[config.mk]
export PLATFORM = sky130hd
export DESIGN_NAME = spdif_bmc_encoder
export DESIGN_NICKNAME = d
export VERILOG_FILES = /design/src/rtl/spdif_bmc_encoder.sv
export SDC_FILE = /design/constraint.sdc
export NUM_CORES = 1
export LEC_CHECK = 0
export CORE_ASPECT_RATIO = 0.8
export CORE_UTILIZATION = 55
export CTS_BUF_LIST = sky130_fd_sc_hd__clkbuf_16
export DETAILED_ROUTE_END_ITERATION = 10
export PLACE_DENSITY_LB_ADDON = 0.2
export SLEW_MARGIN = 20
export SYNTH_ARGS = -nofsm -noshare
export SYNTH_HDL_FRONTEND = slang
export SYNTH_SLANG_ARGS = --single-unit
[constraint.sdc]
create_clock -name i_clk -period 2.3 [get_ports i_clk]
set_input_delay 0.69 -clock i_clk [delete_from_list [all_inputs] [get_ports i_clk]]
set_output_delay 0.69 -clock i_clk [all_outputs]
set_load 0.01 [all_outputs]
[src/rtl/spdif_bmc_encoder.sv]
`timescale 1ns/1ps
// S/PDIF transmitter: one-deep sample holding register, IEC 60958 subframe
// assembly (B/M/W preamble, V/U/C/P slots) and biphase-mark line coding.
module spdif_bmc_encoder #(
    parameter int BLOCK_LEN = 192
) (
    input  logic        i_clk,
    input  logic        i_rst_n,
    input  logic        i_ena,
    input  logic        i_valid,
    input  logic [23:0] i_data,
    input  logic        i_vbit,
    input  logic        i_ubit,
    input  logic        i_cbit,
    output logic        o_ready,
    output logic        o_spdif,
    output logic        o_right,
    output logic        o_block_start,
    output logic        o_underrun
);
    localparam int FW = (BLOCK_LEN > 1) ? $clog2(BLOCK_LEN) : 1;
    localparam logic [7:0] PRE_B = 8'b1110_1000;
    localparam logic [7:0] PRE_M = 8'b1110_0010;
    localparam logic [7:0] PRE_W = 8'b1110_0100;

    typedef enum logic {S_IDLE = 1'b0, S_TX = 1'b1} state_t;

    // Handshake: a sample transfers on any clock with i_valid && o_ready;
    // o_ready is high exactly while the holding register is empty.
    state_t         r_state;
    state_t         w_state_nxt;
    logic           r_hold_full;
    logic [23:0]    r_hold_data;
    logic           r_hold_v, r_hold_u, r_hold_c;
    logic [5:0]     r_ui_cnt;
    logic [FW-1:0]  r_frame_cnt;
    logic           r_right;
    logic [27:0]    r_shift;
    logic [7:0]     r_pre;
    logic           r_spdif, r_block_start, r_underrun;

    logic           w_accept, w_load, w_take, w_underrun;
    logic           w_new_right, w_is_b, w_par;
    logic [FW-1:0]  w_frame_nxt;
    logic [26:0]    w_sub;
    logic [7:0]     w_pat;

    always_comb begin
        w_accept    = i_valid && !r_hold_full;
        // UI counter is 0 while idle, so the first full strobe starts a subframe
        w_load      = i_ena && (r_ui_cnt == 6'd0) && ((r_state == S_TX) || r_hold_full);
        w_take      = w_load && r_hold_full;
        w_underrun  = w_load && !r_hold_full;
        w_new_right = (r_state == S_TX) && !r_right;
        w_frame_nxt = r_frame_cnt;
        if ((r_state == S_TX) && r_right)
            w_frame_nxt = (r_frame_cnt == FW'(BLOCK_LEN - 1)) ? '0 : r_frame_cnt + FW'(1);
        w_is_b      = !w_new_right && (w_frame_nxt == '0);
        w_sub       = r_hold_full ? {r_hold_c, r_hold_u, r_hold_v, r_hold_data}
                                  : {1'b0, 1'b0, 1'b1, 24'h000000};
        w_par       = ^w_sub;
        w_pat       = (w_new_right ? PRE_W : (w_is_b ? PRE_B : PRE_M)) ^ {8{r_spdif}};
    end

    always_comb begin
        w_state_nxt = r_state;
        case (r_state)
            S_IDLE:  if (w_load) w_state_nxt = S_TX;
            default: w_state_nxt = S_TX;
        endcase
    end

    always_ff @(posedge i_clk or negedge i_rst_n) begin
        if (!i_rst_n) r_state <= S_IDLE;
        else          r_state <= w_state_nxt;
    end

    always_ff @(posedge i_clk or negedge i_rst_n) begin
        if (!i_rst_n) begin
            r_hold_full <= 1'b0;
            r_hold_data <= '0;
            r_hold_v    <= 1'b0;
            r_hold_u    <= 1'b0;
            r_hold_c    <= 1'b0;
        end else if (w_accept) begin
            r_hold_full <= 1'b1;
            r_hold_data <= i_data;
            r_hold_v    <= i_vbit;
            r_hold_u    <= i_ubit;
            r_hold_c    <= i_cbit;
        end else if (w_take) begin
            r_hold_full <= 1'b0;
        end
    end

    always_ff @(posedge i_clk or negedge i_rst_n) begin
        if (!i_rst_n) begin
            r_ui_cnt      <= '0;
            r_frame_cnt   <= '0;
            r_right       <= 1'b0;
            r_shift       <= '0;
            r_pre         <= '0;
            r_spdif       <= 1'b0;
            r_block_start <= 1'b0;
            r_underrun    <= 1'b0;
        end else if (w_load) begin
            r_spdif       <= w_pat[7];
            r_pre         <= {w_pat[6:0], 1'b0};
            r_shift       <= {w_par, w_sub};
            r_ui_cnt      <= 6'd1;
            r_right       <= w_new_right;
            r_frame_cnt   <= w_frame_nxt;
            r_block_start <= w_is_b;
            r_underrun    <= w_underrun;
        end else begin
            r_block_start <= 1'b0;
            r_underrun    <= 1'b0;
            if ((r_state == S_TX) && i_ena) begin
                r_ui_cnt <= r_ui_cnt + 6'd1;
                if (r_ui_cnt < 6'd8) begin
                    r_spdif <= r_pre[7];
                    r_pre   <= {r_pre[6:0], 1'b0};
                end else if (!r_ui_cnt[0]) begin
                    r_spdif <= ~r_spdif;
                end else begin
                    // mid-cell toggle carries a 1; LSB of the shifter is the current slot
                    if (r_shift[0]) r_spdif <= ~r_spdif;
                    r_shift <= {1'b0, r_shift[27:1]};
                end
            end
        end
    end

    assign o_ready       = !r_hold_full;
    assign o_spdif       = r_spdif;
    assign o_right       = r_right;
    assign o_block_start = r_block_start;
    assign o_underrun    = r_underrun;
endmodule

Yosys cells after proc, flatten, opt, wreduce, memory -nomap -nowiden:

Cells that the tools add are included.

* $add $sub $neg: 2
* multipliers: 0
* divide/modulo/power cells: 0
* order comparisons: 1
* equal/unequal tests: 3
* shift-type cells: 0
* multiplexer cells: 25
* bitwise operators: 2
* reductions and logical operators: 23

Operator list (count)
* $mux W28: 4
* $mux W8: 5
* $mux W27: 1
* $reduce_xor A27 Y1: 1
* $mux W6: 2
* $mux W1: 11
* $logic_and A1 B1 Y1: 9
* $add A8 B1 Y8 const B: 1
* $eq A8 B8 Y1 const B: 1
* $logic_not A8 Y1: 1
* $mux W4: 2
* $reduce_bool A2 Y1: 4
* $xor A8 B8 Y8: 1
* $add A6 B1 Y6 const B: 1
* $logic_not A6 Y1: 1
* $lt A6 B4 Y1 const B: 1
* $ne A4 B1 Y1 const B: 1
* $reduce_and A2 Y1: 2
* $logic_not A1 Y1: 3
* $reduce_and A3 Y1: 1
* $ne A2 B2 Y1 const B: 1
* $logic_or A1 B1 Y1: 1
* $not A1 Y1: 1

* register bits after elaboration: 83
* latch bits: 0
* memory bits (writable): 0
* memory bits (read-only): 0
* output and inout port bits: 5
* word-level logic and storage cells: 70
* memories: 0

Logic depth before layout (Yosys ltp):

* depth after elaboration: 9
* mapped depth: 9

Worst setup path before layout:

Ideal clock, no wire load.

* kind: flip-flop to flip-flop
* from: reg r_frame_cnt[0]
* to: reg r_pre[2]
* setup time: 142 ps
* arrival: 2027 ps
* data required time: 2158 ps
* slack: 131 ps
* cell stages (with the launch flop): 8
* path through: dfrtp_1 ha_1 nand4b_1 a2bb2oi_1 o221a_2 or3_4 a2111oi_4 a221oi_2

* word-level cells in the longest chain between the ends: 9

RTL lines
* from (decl): RTL line 36 `logic [FW-1:0] r_frame_cnt;`
* from (signal assigned): RTL line 112 `r_frame_cnt <= w_frame_nxt;`
* $add A8 B1 Y8 or $eq A8 B8 Y1 (tied branches): RTL line 57 `w_frame_nxt = (r_frame_cnt == FW'(BLOCK_LEN - 1)) ? '0 : r_frame_cnt + FW'(1);`
* $mux W8: RTL line 57
* $mux W8 (*): RTL line 56 `if ((r_state == S_TX) && r_right)`
* $logic_not A8 Y1 (*): RTL line 58 `w_is_b = !w_new_right && (w_frame_nxt == '0);`
* $logic_and A1 B1 Y1 (*): RTL line 58
* $mux W4 (*) (2 in a row): RTL line 62 `w_pat = (w_new_right ? PRE_W : (w_is_b ? PRE_B : PRE_M)) ^ {8{r_spdif}};`
* $xor A8 B8 Y8 (*): RTL line 62
* $mux W8 (*): RTL line 106 `end else if (w_load) begin`
* to (signal assigned): RTL line 108 `r_pre <= {w_pat[6:0], 1'b0};`
* to (signal assigned): RTL line 122 `r_pre <= {r_pre[6:0], 1'b0};`
* to (decl): RTL line 39 `logic [7:0] r_pre;`

Every way passes the cells marked *; elsewhere a longest branch is shown, timed or not.
A chain may end at the register's enable or synchronous reset.

Worst setup path in the final report:

Same ends and word-level chain as after synthesis.

==> results.yml <==
status:
  run_status: "finished clean"
layout:
  finalInstanceArea_um2: 4940
  syn_to_final_growth_pct: 23.3
  antennaDiodeCount: 0
  layout.cells.most_common: "sky130_fd_sc_hd__dfrtp_1"
  layoutNonFillerInstCount: 543
  layout_common_cells: "sky130_fd_sc_hd__dfrtp_1 (82), sky130_fd_sc_hd__nand2_1 (45), sky130_fd_sc_hd__nor2_1 (44), sky130_fd_sc_hd__a21oi_1 (38), sky130_fd_sc_hd__o21ai_0 (37)"
  post_layout_nets: 485
  layout-drive-gt1-share: 0.195
logic_synthesis:
  ys_warnings: 0
  synth.ff_latch_count: 82
  synth_ff_type: "sky130_fd_sc_hd__dfrtp_1"
  netlist-cell-type-count: 49
  syn_inst_count: 400
  synth_area_um2: 4010
  seq_area_frac_synth: 0.512
  syn_avg_cell_area_um2: 10.0
  synth_nets: 434
  synth_enable_flop_cells: 0
  synth-async-reset-ratio: 1.00
routing:
  totalWireLength_mm: 8.70
  drtAntennaViolNets: 0
  routedWlPerCell_um: 16.0
  number_of_drc_markers_after_the_initial_detailed_route_iteration: 265
  routed-via-count: 3108
  firstDrtPassIters: 4
  drc: 0
  via_per_inst: 5.72
clock_tree:
  clockBufferDepth: 2
  clk_pin_slew_ns: 0.06
  worstSkewPairLatency_ns: 0.34
  post_cts_hold_buffer_count: 0
  h-tree-depth: 3
  cts_buffers: 9
  cts.root.buffer_cell: "sky130_fd_sc_hd__clkbuf_16"
  cts_tree: "done"
  clock_sinks: 82
floorplanning:
  die_width_um: 97.4
  num_io_pins: 36
  floorplan.initialDensity: 0.576
  placement_rows: 27
  core_area_um2: 6960
  floorplan.die_area_um2: 7630
  floorplan.die.height_um: 78.3
placed_design:
  place.detailed.instances: 526
  placed_cell_area_um2: 4620
  placement.io_buffers: 35
  pre_cts_slack_ns: -0.115
  hpwlAfterDp_mm: 5.74
  gpl.final_weighted_congestion: 0.835
sta:
  hold_ws_ns: 0.280
  hold_viol: 0
  worstMarginPinSlew_ns: 0.592
  maxSlewHeadroom: 0.605
  finalSetupViolCount: 0
  final_max_slew_viol_count: 0
  post-route-min-period_ns: 2.17
  skew_ns: 0.00545
  maxClockFrequency_ghz: 0.460
  post-route-worst-setup-slack_ns: 0.127
  grt_setup_unrepaired: "no"
  layout_worst_path_cycle_share: 0.945
critical_path:
  worst-setup-path-type: "reg -> reg"
  start_kind: "register"
  crit_path_end_kind: "register"
  worst-path-max-fanout: 6
  worst-endpoint-required_ns: 2.51
  critical-path-max-stage-delay_ns: 0.37
  master_of_the_slowest_instance_on_the_critical_path: "sky130_fd_sc_hd__dfrtp_1"
  cp_cell_sequence: "ha_2 -> nand4b_1 -> a2bb2oi_1 -> o221a_2 -> or3_4 -> a2111oi_4 -> a221oi_2"
  worst-endpoint-arrival_ns: 2.38
power_and_ir_drop:
  overall_power_mw: 7.50
  power_density_nw_per_um2: 1520
  leakage_nw: 2.03
  irDropWorstVdd_v: 0.000758
grt:
  wire_length_of_the_first_global_routing_pass_mm: 14.7
  globalRouteOverflowTotal: 0
  antenna_found_initial: 0
  grt_max_degree: 54
  grt_pass1_vias: 3067
  grt_usage: 0.245
min_path:
  min-delay-path-class: "in -> async"
run:
  maxCapViolations: 0
## sequential cells by signal, summed over array words and instances, names as in the netlist
register,count
r_shift,28
r_hold_data,24
r_frame_cnt,8
r_pre,7
r_ui_cnt,6
o_block_start,1
o_right,1
o_spdif,1
o_underrun,1
r_hold_c,1
r_hold_full,1
r_hold_u,1
r_hold_v,1
r_state,1
## per-stage QoR
step           utilization  TNS, ns
2_1_floorplan            -        0
3_3_place_gp         0.664  -0.0926
3_5_place_dp         0.664    -2.19
4_1_cts              0.708        0
5_1_grt              0.710        0
6_report             0.710        0
## path summary, 6_finish.rpt
| check | cells past startpoint | slack [ns] | end | startpoint |
|---|---|---|---|---|
| setup / recovery | 7 | 0.13 | r_pre[2]$_DFFE_PN0P_ | r_frame_cnt[0]$_DFFE_PN0N_ |
| hold / removal | 1 | 0.28 | r_frame_cnt[7]$_DFFE_PN0N_ | i_rst_n |
| setup reg to reg | 7 | 0.13 | r_pre[2]$_DFFE_PN0P_ | r_frame_cnt[0]$_DFFE_PN0N_ |
| hold reg to reg | 2 | 0.49 | r_pre[3]$_DFFE_PN0P_ | r_pre[3]$_DFFE_PN0P_ |
| max in group asynchronous | 2 | 1.41 | r_hold_data[4]$_DFFE_PN0P_ | i_rst_n |
| min in group i_clk | 2 | 0.49 | r_pre[3]$_DFFE_PN0P_ | r_pre[3]$_DFFE_PN0P_ |
## timing repair
item	4_1_cts	5_1_grt
setup buffers	0	1
endpoints found under the setup margin	0	1
gates resized for setup	0	2
## area by class of cell
cell class / count / area [µm²]
flip-flops and latches: 82 / 2050
fillers: 499 / 2020
multi-input cells: 289 / 1840
inverters: 5 / 18.8
well taps: 87 / 109
clock inverters: 7 / 76.3
clock buffers: 9 / 225
repair buffers: 64 / 616
## synthesized netlist by cell type, drive strengths merged (2+ instances only)
master,number,area share
dfrtp,82,0.51
nand2,45,0.042
nor2,44,0.041
a21oi,39,0.049
o21ai,39,0.050
mux2,28,0.079
xnor2,28,0.061
clkbuf,14,0.013
nor3,11,0.014
buf,10,0.013
xor2,6,0.013
inv,5,0.0047
nand3,5,0.0062
a21o,3,0.0056
and2,3,0.0053
ha,3,0.0094
a2111oi,2,0.014
a211oi,2,0.0037
a22o,2,0.0047
and3,2,0.0031
nand4,2,0.0031
nand4b,2,0.0044
nor4,2,0.0031
o21a,2,0.0037
o31ai,2,0.0037
or3,2,0.0044
## cell families (layout without fill, tap and decap cells)
kind of cell | after synthesis | count (layout) | synth area share
simple gates | 124 | 124 | 0.138
fa+ha+maj | 3 | 3 | 0.00937
compound gates | 99 | 99 | 0.153
xor+xnor | 34 | 34 | 0.0744
buf+inv | 29 | 85 | 0.0312
flops | 82 | 82 | 0.512
mux | 29 | 29 | 0.0812
## routing by layer
layer | vias up | global-route usage | share of wire
li1 | 1488 | - | -
met1 | 1532 | 0.336 | 0.46
met2 | 82 | 0.398 | 0.49
met3 | 6 | 0.0650 | 0.048
met4 | 0 | 0.0471 | 0.0051
met5 | - | 0 | 0
## critical path: cells and delay by family (launching register included)
family / cells / cell delay, ns
AO/OA/AOI/OAI: 4 / 0.86
adder cells (fa/ha/maj): 1 / 0.24
flip-flops: 1 / 0.37
AND/OR/NAND/NOR: 2 / 0.58
## report_power, final
part / internal [mW] / leakage, nW / switching, mW
Combinational: 1.78 / 0.905 / 1.64
Sequential: 2.11 / 0.982 / 0.516
Clock: 0.850 / 0.143 / 0.603
Power figures use the tool's default switching activity.
